<file path="src/rtl/ifu_fetch.sv">
// ============================================================================
//  Module   : ifu_fetch
//  Purpose  : Instruction fetch stage. Owns the PC, issues one imem read at a
//             time, buffers the returned word and hands it to the decoder.
//             Redirects flush wrong-path fetches (at most one in flight).
//  Revision : 1.0  initial release
// ============================================================================
`default_nettype none

module ifu_fetch #(
  parameter int                   CPU_WIDTH = 32,
  parameter int                   INS_WIDTH = 32,
  parameter logic [CPU_WIDTH-1:0] RESET_PC  = 32'h8000_0000
) (
  input  logic                 i_clk,
  input  logic                 i_rst_n,
  output logic                 o_imem_req_valid,
  input  logic                 i_imem_req_ready,
  output logic [CPU_WIDTH-1:0] o_imem_addr,
  input  logic                 i_imem_rsp_valid,
  input  logic [INS_WIDTH-1:0] i_imem_rsp_data,
  input  logic                 i_imem_rsp_err,
  input  logic                 i_redirect,
  input  logic [CPU_WIDTH-1:0] i_redirect_pc,
  output logic                 o_ins_valid,
  input  logic                 i_ins_ready,
  output logic [INS_WIDTH-1:0] o_ins,
  output logic [CPU_WIDTH-1:0] o_pc,
  output logic                 o_ins_err
);

  // S_REQ: request on the bus; S_WAIT: one read outstanding; S_HOLD: word
  // presented to the decoder.
  typedef enum logic [1:0] {
    S_REQ  = 2'd0,
    S_WAIT = 2'd1,
    S_HOLD = 2'd2
  } state_t;

  state_t                 state, state_nx;
  logic [CPU_WIDTH-1:0]   pc, pc_nx;
  logic                   drop, drop_nx;
  logic [INS_WIDTH-1:0]   ins_q, ins_nx;
  logic [CPU_WIDTH-1:0]   ins_pc_q, ins_pc_nx;
  logic                   ins_err_q, ins_err_nx;
  logic [CPU_WIDTH-1:0]   target;
  logic                   unused_redirect_lo;

  // Misaligned redirect targets are forced to word alignment; the PC unit
  // is responsible for raising the alignment fault.
  assign target             = {i_redirect_pc[CPU_WIDTH-1:2], 2'b00};
  assign unused_redirect_lo = ^i_redirect_pc[1:0];

  assign o_imem_req_valid = (state == S_REQ) & i_rst_n;
  assign o_imem_addr      = {pc[CPU_WIDTH-1:2], 2'b00};
  assign o_ins_valid      = (state == S_HOLD);
  assign o_ins            = ins_q;
  assign o_pc             = ins_pc_q;
  assign o_ins_err        = ins_err_q;

  // State register and datapath registers, synchronous active-low reset.
  always_ff @(posedge i_clk) begin
    if (!i_rst_n) begin
      state     <= S_REQ;
      pc        <= RESET_PC;
      drop      <= 1'b0;
      ins_q     <= '0;
      ins_pc_q  <= RESET_PC;
      ins_err_q <= 1'b0;
    end else begin
      state     <= state_nx;
      pc        <= pc_nx;
      drop      <= drop_nx;
      ins_q     <= ins_nx;
      ins_pc_q  <= ins_pc_nx;
      ins_err_q <= ins_err_nx;
    end
  end

  // Next-state and next-datapath logic; everything holds by default.
  always_comb begin
    state_nx   = state;
    pc_nx      = pc;
    drop_nx    = drop;
    ins_nx     = ins_q;
    ins_pc_nx  = ins_pc_q;
    ins_err_nx = ins_err_q;
    case (state)
      S_REQ: begin
        if (i_imem_req_ready) begin
          state_nx = S_WAIT;
          // Request already accepted: its response is now wrong-path.
          if (i_redirect) begin
            pc_nx   = target;
            drop_nx = 1'b1;
          end
        end else if (i_redirect) begin
          // Nothing accepted yet, so the address may simply change.
          pc_nx = target;
        end
      end
      S_WAIT: begin
        if (i_imem_rsp_valid) begin
          if (drop || i_redirect) begin
            drop_nx  = 1'b0;
            state_nx = S_REQ;
            if (i_redirect) pc_nx = target;
          end else begin
            ins_nx     = i_imem_rsp_data;
            ins_pc_nx  = pc;
            ins_err_nx = i_imem_rsp_err;
            pc_nx      = pc + CPU_WIDTH'(4);
            state_nx   = S_HOLD;
          end
        end else if (i_redirect) begin
          pc_nx   = target;
          drop_nx = 1'b1;
        end
      end
      S_HOLD: begin
        // Redirect wins over the decoder handshake and flushes the word.
        if (i_redirect) begin
          pc_nx    = target;
          state_nx = S_REQ;
        end else if (i_ins_ready) begin
          state_nx = S_REQ;
        end
      end
      default: state_nx = S_REQ;
    endcase
  end

endmodule

`default_nettype wire

</file>
<file path="config.mk">
export PLATFORM = sky130hd
export DESIGN_NAME = ifu_fetch
export DESIGN_NICKNAME = d
export VERILOG_FILES = /design/src/rtl/ifu_fetch.sv
export SDC_FILE = /design/constraint.sdc
export NUM_CORES = 1
export LEC_CHECK = 0
export BUFFER_PORTS_ARGS = -buffer_cell sky130_fd_sc_hd__buf_4
export CAP_MARGIN = 20
export CORE_ASPECT_RATIO = 0.9
export CORE_UTILIZATION = 54
export CTS_CLUSTER_SIZE = 14
export DETAILED_ROUTE_END_ITERATION = 16
export GPL_ROUTABILITY_DRIVEN = 0
export PLACE_DENSITY = 0.89
export SYNTH_ARGS = -nofsm -noshare
export SYNTH_HDL_FRONTEND = slang
export SYNTH_SLANG_ARGS = --single-unit
</file>
<file path="constraint.sdc">
create_clock -name i_clk -period 5.9 [get_ports i_clk]
set_clock_uncertainty 0.15 [all_clocks]
set_input_delay 0.59 -clock i_clk [delete_from_list [all_inputs] [get_ports i_clk]]
set_output_delay 0.59 -clock i_clk [all_outputs]
set_load 0.005 [all_outputs]
</file>
### Word level (Yosys, flattened, before mapping)

Cells that the tools add are included.

* word-level logic and storage cells: 38
* output and inout port bits: 99
* bits of input ports: 71
* flip-flop bits (word level): 100

* muxes and demuxes: 15
* reductions and logical operators: 8
* eq/ne operators: 6
* bitwise operators: 2
* add/subtract/negate cells: 1

Operators with widths (count)
* $mux 32: 3
* $pmux 32 s2: 1
* $add 32x3->32 const B: 1
* $mux 2: 5
* $reduce_and 3->1: 3
* $pmux 2 s3: 1
* $mux 1: 4
* $ne 2x2->1 const B: 2
* $reduce_bool 2->1: 2
* $ne 3x2->1 const B: 1
* $ne 3x3->1 const B: 1
* $eq 2x1->1 const B: 1
* $eq 2x2->1 const B: 1
* $logic_not 2->1: 1
* $pmux 1 s2: 1
* $reduce_or 2->1: 1
* $and 1x1->1: 1
* $logic_or 1x1->1: 1
* $not 1->1: 1

### Longest topological paths before layout

Gate-level depths: netlist of run 1.

* depth after elaboration: 4
* depth in mapped cells: 8
* gate-level depth less buffers: 6

### Least setup slack after synthesis of run 1

Ideal clock, no wire load.

* path type: input-to-reg
* start point: input port i_redirect
* end point: register pc[29]
* path buffers: 2
* library setup time: 95 ps
* required time: 5655 ps
* stages: 6
* data arrival time: 1806 ps
* setup slack: 3848 ps
* cell sequence: buf_2 and4bb_1 buf_4 nand2_2 or4_1 o311ai_1

* word-level cells in the longest chain between the ends: 4
* elaborated cells on any way between the ends: 5
* those cells by class: 4 x mux; 1 x reduce/logical

Ends and longest elaborated chain
* start, declared: RTL line 23 `input logic i_redirect,`
* $mux 32 or $logic_or 1x1->1 (tied branches)
* $mux 32: RTL line 104 `if (drop || i_redirect) begin`
* $mux 32: RTL line 103 `if (i_imem_rsp_valid) begin`
* $pmux 32 s2 (*): RTL line 88 `case (state)`
* end signal, assigned: RTL line 72 `pc <= pc_nx;`
* end, declared: RTL line 41 `logic [CPU_WIDTH-1:0] pc, pc_nx;`

Every way passes the cells marked *; elsewhere a longest branch is shown, timed or not.
A chain may end at the register's enable or synchronous reset.

### Worst setup path in the final report of run 1

* start point: register state[0]
* end point: register ins_q[13] (netlist: o_ins[13])

* word-level cells in the longest chain between the ends: 2

Ends and longest elaborated chain
* start, declared: RTL line 40 `state_t state, state_nx;`
* start signal, assigned: RTL line 71 `state <= state_nx;`
* $eq 2x1->1: RTL line 88
* $reduce_and 3->1 (no source line)
* end signal, assigned: RTL line 74 `ins_q <= ins_nx;`
* end, declared: RTL line 43 `logic [INS_WIDTH-1:0] ins_q, ins_nx;`

Every way passes these cells.

==> results of run 1 <==
## per-stage QoR
stage / total power [mW] / instances / instance area, sq um / setup slack (ns) / hold WS, ns
after floorplan: 0.8480 / 608 / 4776 / 3.848 / 0.2774
after global placement: 0.9157 / 824 / 5756 / 2.641 / 0.2869
after detailed placement: 0.9234 / 824 / 5756 / 2.505 / 0.2945
after CTS: 1.328 / 840 / 5937 / 2.788 / 0.2946
after global routing: 1.375 / 840 / 5937 / 2.515 / 0.2918
final: 1.323 / 840 / 5937 / 2.711 / 0.3018
## worst paths after layout
check            from   endpoint  depth (start not counted)
max          state[0]  o_ins[13]                          5
min             pc[1]    o_pc[1]                          2
max reg2reg  state[0]  o_ins[13]                          5
min reg2reg     pc[1]    o_pc[1]                          2
## placed cells by master (no fill, tap or decap), types with 7 or more instances in the layout
cell      count
o21ai_0      16
dfxtp_1     100
nand2_1     152
clkbuf_8      9
mux2i_1       7
a21oi_1      83
nor2_1       30
nand4_1       7
o22ai_1       7
buf_4       169
nor3_1       10
nand3_1      11
## Yosys cell counts (2+ instances only)
library cell  count  area, sq um
o31ai_1           3        22.52
o21a_1            2        15.01
mux2i_1           7        70.07
o221a_2           2        22.52
and4_1            2        17.52
clkbuf_1         22        82.58
nand2b_1          3        18.77
and2_1            6        37.54
a21oi_1          83        415.4
nor4_1            5        31.28
a31oi_1           5        31.28
dfxtp_1         100         2002
o21ai_0          16        80.08
o211ai_1          3        22.52
a211oi_1          6        45.04
nor3_1           10        50.05
nand3_1          11        55.05
nor4b_1           2        17.52
nand2_1         152        570.6
nor2_1           31        116.4
nand4_1           7        43.79
inv_1             6        22.52
a221oi_1          3        26.28
o22ai_1           7        43.79
and3_1            5        31.28
a22oi_1           5        37.54
o221ai_1          6        52.55
nor2b_1           4        25.02
nand3_4           2        35.03
a2bb2oi_1         2        17.52
a311oi_1          4        35.03
buf_4            34        255.2
buf_2            10        50.05
a21boi_0          2        15.01
buf_6             4        45.04
or3_1             2        12.51
nand3_2           2        20.02
## state kept, by name, indices dropped and copies added (netlist names)
signal / cells
o_ins: 32
state: 2
pc: 32
o_ins_err: 1
drop: 1
o_pc: 32
## power groups by stage
stage | sequential [mW] | combinational [mW] | clock (mW)
after floorplan | 0.738 | 0.110 | 0
after global placement | 0.747 | 0.168 | 0
after detailed placement | 0.749 | 0.174 | 0
after CTS | 0.734 | 0.175 | 0.419
after global routing | 0.740 | 0.192 | 0.444
final | 0.735 | 0.177 | 0.412
## per-layer routing
layer | wire length [microns] | up-vias
li1 | - | 2308
met4 | 494 | 0
met5 | 0 | -
met1 | 5383 | 2283
met3 | 1381 | 52
met2 | 6541 | 296
## layout make-up
cell class	count	share of cell area (%)
clock buffers	9	2.086
clock inverters	7	0.9694
inverters	8	0.5058
multi-input cells	428	38.84
flip-flops and latches	100	33.72
well taps	119	2.508
repair buffers	169	21.37
## critical path, delay by kind of cell (launching register included)
family                 cells  cell delay [ns]
AO/OA/AOI/OAI              1             0.15
buffers and inverters      1             0.43
flip-flops                 1             0.57
AND/OR/NAND/NOR            3             1.80
## cell families after synthesis
family	count (synthesis)
other	1
AOI/OAI and AO/OA	160
DFF	100
muxes	8
and+or+nand+nor	257
adders and majority gates	1
buffers and inverters	80
==> results.md, run 1 <==
- Area taken by multi-input logic gates: 0.002306 sq mm
- Largest stage delay, worst path: 1.04 ns
- Post-synth EDFFs: 0
- Clk root buf: clkbuf_8
- Synthesized area: 0.004772 sq mm
- Clock buffer depth: 2
- Largest net degree at the start of global routing: 56
- Grt peak-use layer: met2
- R2r setup slk: 2.71 ns
- Die Area: 0.009217 sq mm
- # H-tree levels: 3
- Max Cap Viol: 0
- Post-synthesis simple-gate area fraction: 25.59%
- IO Pins: 170
- Starting DRT DRC Count: 457
- Wire per inst: 16.43 microns
- Final setup fails: 0
- Port bufs: 165
- Crit-path cells: nand4bb_1 -> nor2_4 -> buf_4 -> nand2_1 -> a21oi_1
- Slowest-stage cell, CP: nor2_4
- Filler instances: 721
- CTS sink cnt: 100
- Post-CTS setup buffer count: 0
- Leakage: 2.383 nW
- Initial Util: 55.70%
- First-pass GRT wire length: 22110 microns
- DRC: 0
- Worst-path clk slew: 0.10 ns
- Total GRT Usage: 30.34%
- Xor-xnor portion of the synthesized cell area: 0%
- FF+latch area: 0.002002 sq mm
- Gate power share: 13.4%
- Initial antenna violation count: 0
- WP data arrival: 3.33 ns
- Met3 Track Usage GR: 7.621%
- Post-layout min period: 3.189 ns
- TritonCTS Buffers: 9
- Clock power frac: 31.1%
- Vias in the first global route: 4652
- Final Net Count: 788
- Sw Share: 28.37%
- Post-Route WL: 13800 microns
- Crit path launch type: flop
- Grt met1 use: 37.42%
- Synth unique cells: 68
- Worst setup EP type: flop
- Gr ovfl total: 0
- First drt pass iteration count: 6
- Post-Synth Adder-Cell Area: 0.2622%
- Core Rows: 32
- Post-DR vias/cell: 5.880
- Power per cell area: 222.9 mW/mm^2
- Worst endpoint required time: 6.04 ns
- Max_slew headroom: 32.23%
- Worst hold path class: reg -> reg
- Internal power: 0.9480 mW
- YS warnings: 0
- RSZ-0062 raised after global routing: false
- Worst VDD drop: 0.1423 mV
- CTS tree: done
- Status: complete, no violations
- Via count: 4939
- Core Box Area: 0.008568 sq mm
- Die X-Extent: 101.1 microns
- Diodes inserted: 0
- Fraction of layout cells with a size suffix above 1: 27.88%
- Final Cycle Share: 54.06%
- Sequential Power Share: 55.5%
- Slew of the pin with the lowest slew margin: 1.014 ns
- Asr flop ratio synth: 0%
- Kind of critical path: reg -> reg
- Final core utilization: 69.29%
- P_sw: 0.3755 mW
- Clock Latency Late Sink: 0.37 ns
- DP HPWL: 9559 microns
- Post-CTS sizing: 0
- Mux cell area share after synthesis: 1.704%
- Top_reg_cell synth: dfxtp_1
- Synthesized area per cell: 7.862 sq um
- #FFs+latches synth: 100
- Hold Fails Final Rpt: 0
- P&R area growth vs syn: 24.41%
- FMAX: 0.3135 GHz
- Setup TNS: 0 ns
- Post-route ant nets: 0
- Sequential-to-total area share from yosys stat: 41.95%
- Post-synthesis cell count: 607
- Crit path max fanout: 41
- Met2 Track Usage GR: 49.32%
- Compound-Gate Fraction of Synth Area: 20.45%
- Die height: 91.18 microns
- Hold-fix buffers at CTS: 0
- Largest family of logic cells by synthesized area: simple AND/OR/NAND/NOR gates
- Fin. max-slew vios: 0
No activity file was read; power rests on OpenSTA's default activity.
==> run 2, diff against run 1 <==
CORE_UTILIZATION = 45   (was 54)
PLACE_DENSITY = 0.79   (was 0.89)
clock period = 2.8 ns   (was 5.9 ns; I/O delays follow)
==> run 2 against run 1 <==
Against the previous run: sequential share of layout area down 1.1 points; first-iteration DRC count shrank 11%; total power increased by 140%; hold slack worse by 0.27 ns; sequential cell count stayed put; sequential power up 110%; final area increased by 3.4%; final cell count up 1.8%; worst setup slack got worse by 2.3 ns; core utilization down 9.7 points; die area grew 20%; via count down 1.3%; critical endpoint is now pc[27]; highest routed layer unchanged.
==> results.md, run 2 (same netlist as run 1, synthesis figures left out) <==
- Clk root buf: clkbuf_16
- Dpl cell area: 0.005846 sq mm
- Area taken by multi-input logic gates: 0.002306 sq mm
- Gr ovfl total: 0
- RSZ-0062 raised after global routing: false
- Max Cap Viol: 0
- Post-layout min period: 2.417 ns
- CTS sink cnt: 100
- Worst hold path class: in -> reg
- TritonCTS Buffers: 9
- DRC: 0
- Wire per inst: 16.65 microns
- CTS tree: done
- R2R Path Start: state[1]
- Diodes inserted: 0
- Initial antenna violation count: 0
- P&R area growth vs syn: 28.58%
- Die height: 99.70 microns
- Slew of the pin with the lowest slew margin: 1.019 ns
- Status: complete, no violations
- Post-CTS sizing: 0
- Port bufs: 165
- Hold Fails Final Rpt: 0
- Placed cells: 841
- Power Total: 3.165 mW
- Final core utilization: 59.62%
- Final Cycle Share: 86.32%
- Hold Slack: 0.02840 ns
- Worst slack at placement: 0.4608 ns
- Hold-fix buffers at CTS: 0
- Setup TNS: 0 ns
- Post-DR vias/cell: 5.701
- Final Net Count: 795
- Worst VDD drop: 0.3936 mV
- Post-route ant nets: 0
- FMAX: 0.4137 GHz
- Die Area: 0.01102 sq mm
- Clock buffer depth: 2
- FF+latch area: 0.002002 sq mm
- R2r worst-path depth: 6
- Largest net degree at the start of global routing: 55
- Reg2reg end: pc[27]
- Post-Route WL: 14230 microns
- WP data arrival: 2.53 ns
- Fraction of layout cells with a size suffix above 1: 28.37%
- R2r setup slk: 0.38 ns
- Worst endpoint required time: 2.91 ns
- Vias in the first global route: 4530
- Worst setup EP type: flop
- Final non-filler cell total: 855
- Crit path max fanout: 17
- # H-tree levels: 3
- Largest stage delay, worst path: 0.90 ns
- Crit-path cells: a21boi_0 -> buf_4 -> a21oi_1 -> nor2_1 -> a31oi_1 -> a211oi_1
- Design Area, Final: 0.006136 sq mm
- First drt pass iteration count: 5
- Worst Setup SP: state[1]
- Core Box Area: 0.01029 sq mm
- Max_slew headroom: 31.44%
- Core Rows: 35
- DP HPWL: 9920 microns
- Leakage: 2.478 nW
- Fin. max-slew vios: 0
- Post-CTS setup buffer count: 0
- Total GRT Usage: 24.99%
- Die X-Extent: 110.6 microns
- Initial Util: 46.37%
- Setup slack after layout: 0.3830 ns
- Power per cell area: 515.8 mW/mm^2
- Slowest-stage cell, CP: a21boi_0
- CP endpoint: pc[27]
- Most frequent cells in the layout: buf_4, nand2_1, dfxtp_1, a21oi_1, nor2_1
- Worst-path clk slew: 0.07 ns
- Kind of critical path: reg -> reg
- Final setup fails: 0
- Filler instances: 940
- Most common cell after layout, fill and taps aside: buf_4
- First-pass GRT wire length: 22220 microns
- Crit path launch type: flop
- Via count: 4874
- IO Pins: 170
- Starting DRT DRC Count: 405
- Clock Latency Late Sink: 0.35 ns
## run 2: changes by cell type in the layout (fill, tap and decap cells not counted), sizes merged
cell,previous run,this run
buf,169,176
bufinv,0,1
clkbuf,9,10
clkinvlp,2,1
inv,10,7
## run 2: how the worst min path moves through the flow
stage / slack, ns / depth (start not counted) / startpoint / end
final: 0.03 / 3 / i_imem_rsp_data[3] / o_ins[3]
after global routing: 0.03 / 3 / i_imem_rsp_data[16] / o_ins[16]
after CTS: 0.02 / 3 / i_imem_rsp_data[28] / o_ins[28]
after detailed placement: 0.30 / 2 / o_ins[22] / o_ins[22]
after global placement: 0.29 / 2 / o_ins[29] / o_ins[29]
after floorplan: 0.27 / 2 / i_imem_rsp_data[0] / o_ins[0]
## run 2: critical path, delay by kind of cell, from the launching register on
family	cells	cell delay [ns]
AO/OA/AOI/OAI	4	1.23
buffers and inverters	1	0.32
AND/OR/NAND/NOR	1	0.10
flip-flops	1	0.52
## run 2: metal layers
metal | up-vias | GRT usage (%) | share of wire, %
li1 | 2309 | - | -
met4 | 0 | 9.026 | 2.1
met5 | - | 0 | 0
met2 | 276 | 42.52 | 48
met1 | 2254 | 30.34 | 41
met3 | 35 | 6.886 | 9.3
## run 2: cell type report
type | instances | share of cell area, %
Sequential cell | 100 | 32.63
Clock inverter | 4 | 0.8361
Clock buffer | 10 | 3.895
Timing Repair Buffer | 176 | 21.94
Inverter | 8 | 0.4894
Tap cell | 129 | 2.631
Multi-Input combinational cell | 428 | 37.58
## run 2: power by group
part | switching [mW] | internal, mW | total (mW)
Sequential | 0.0808 | 1.47 | 1.55
Combinational | 0.182 | 0.196 | 0.378
Clock | 0.527 | 0.707 | 1.23
Total | 0.790 | 2.38 | 3.17
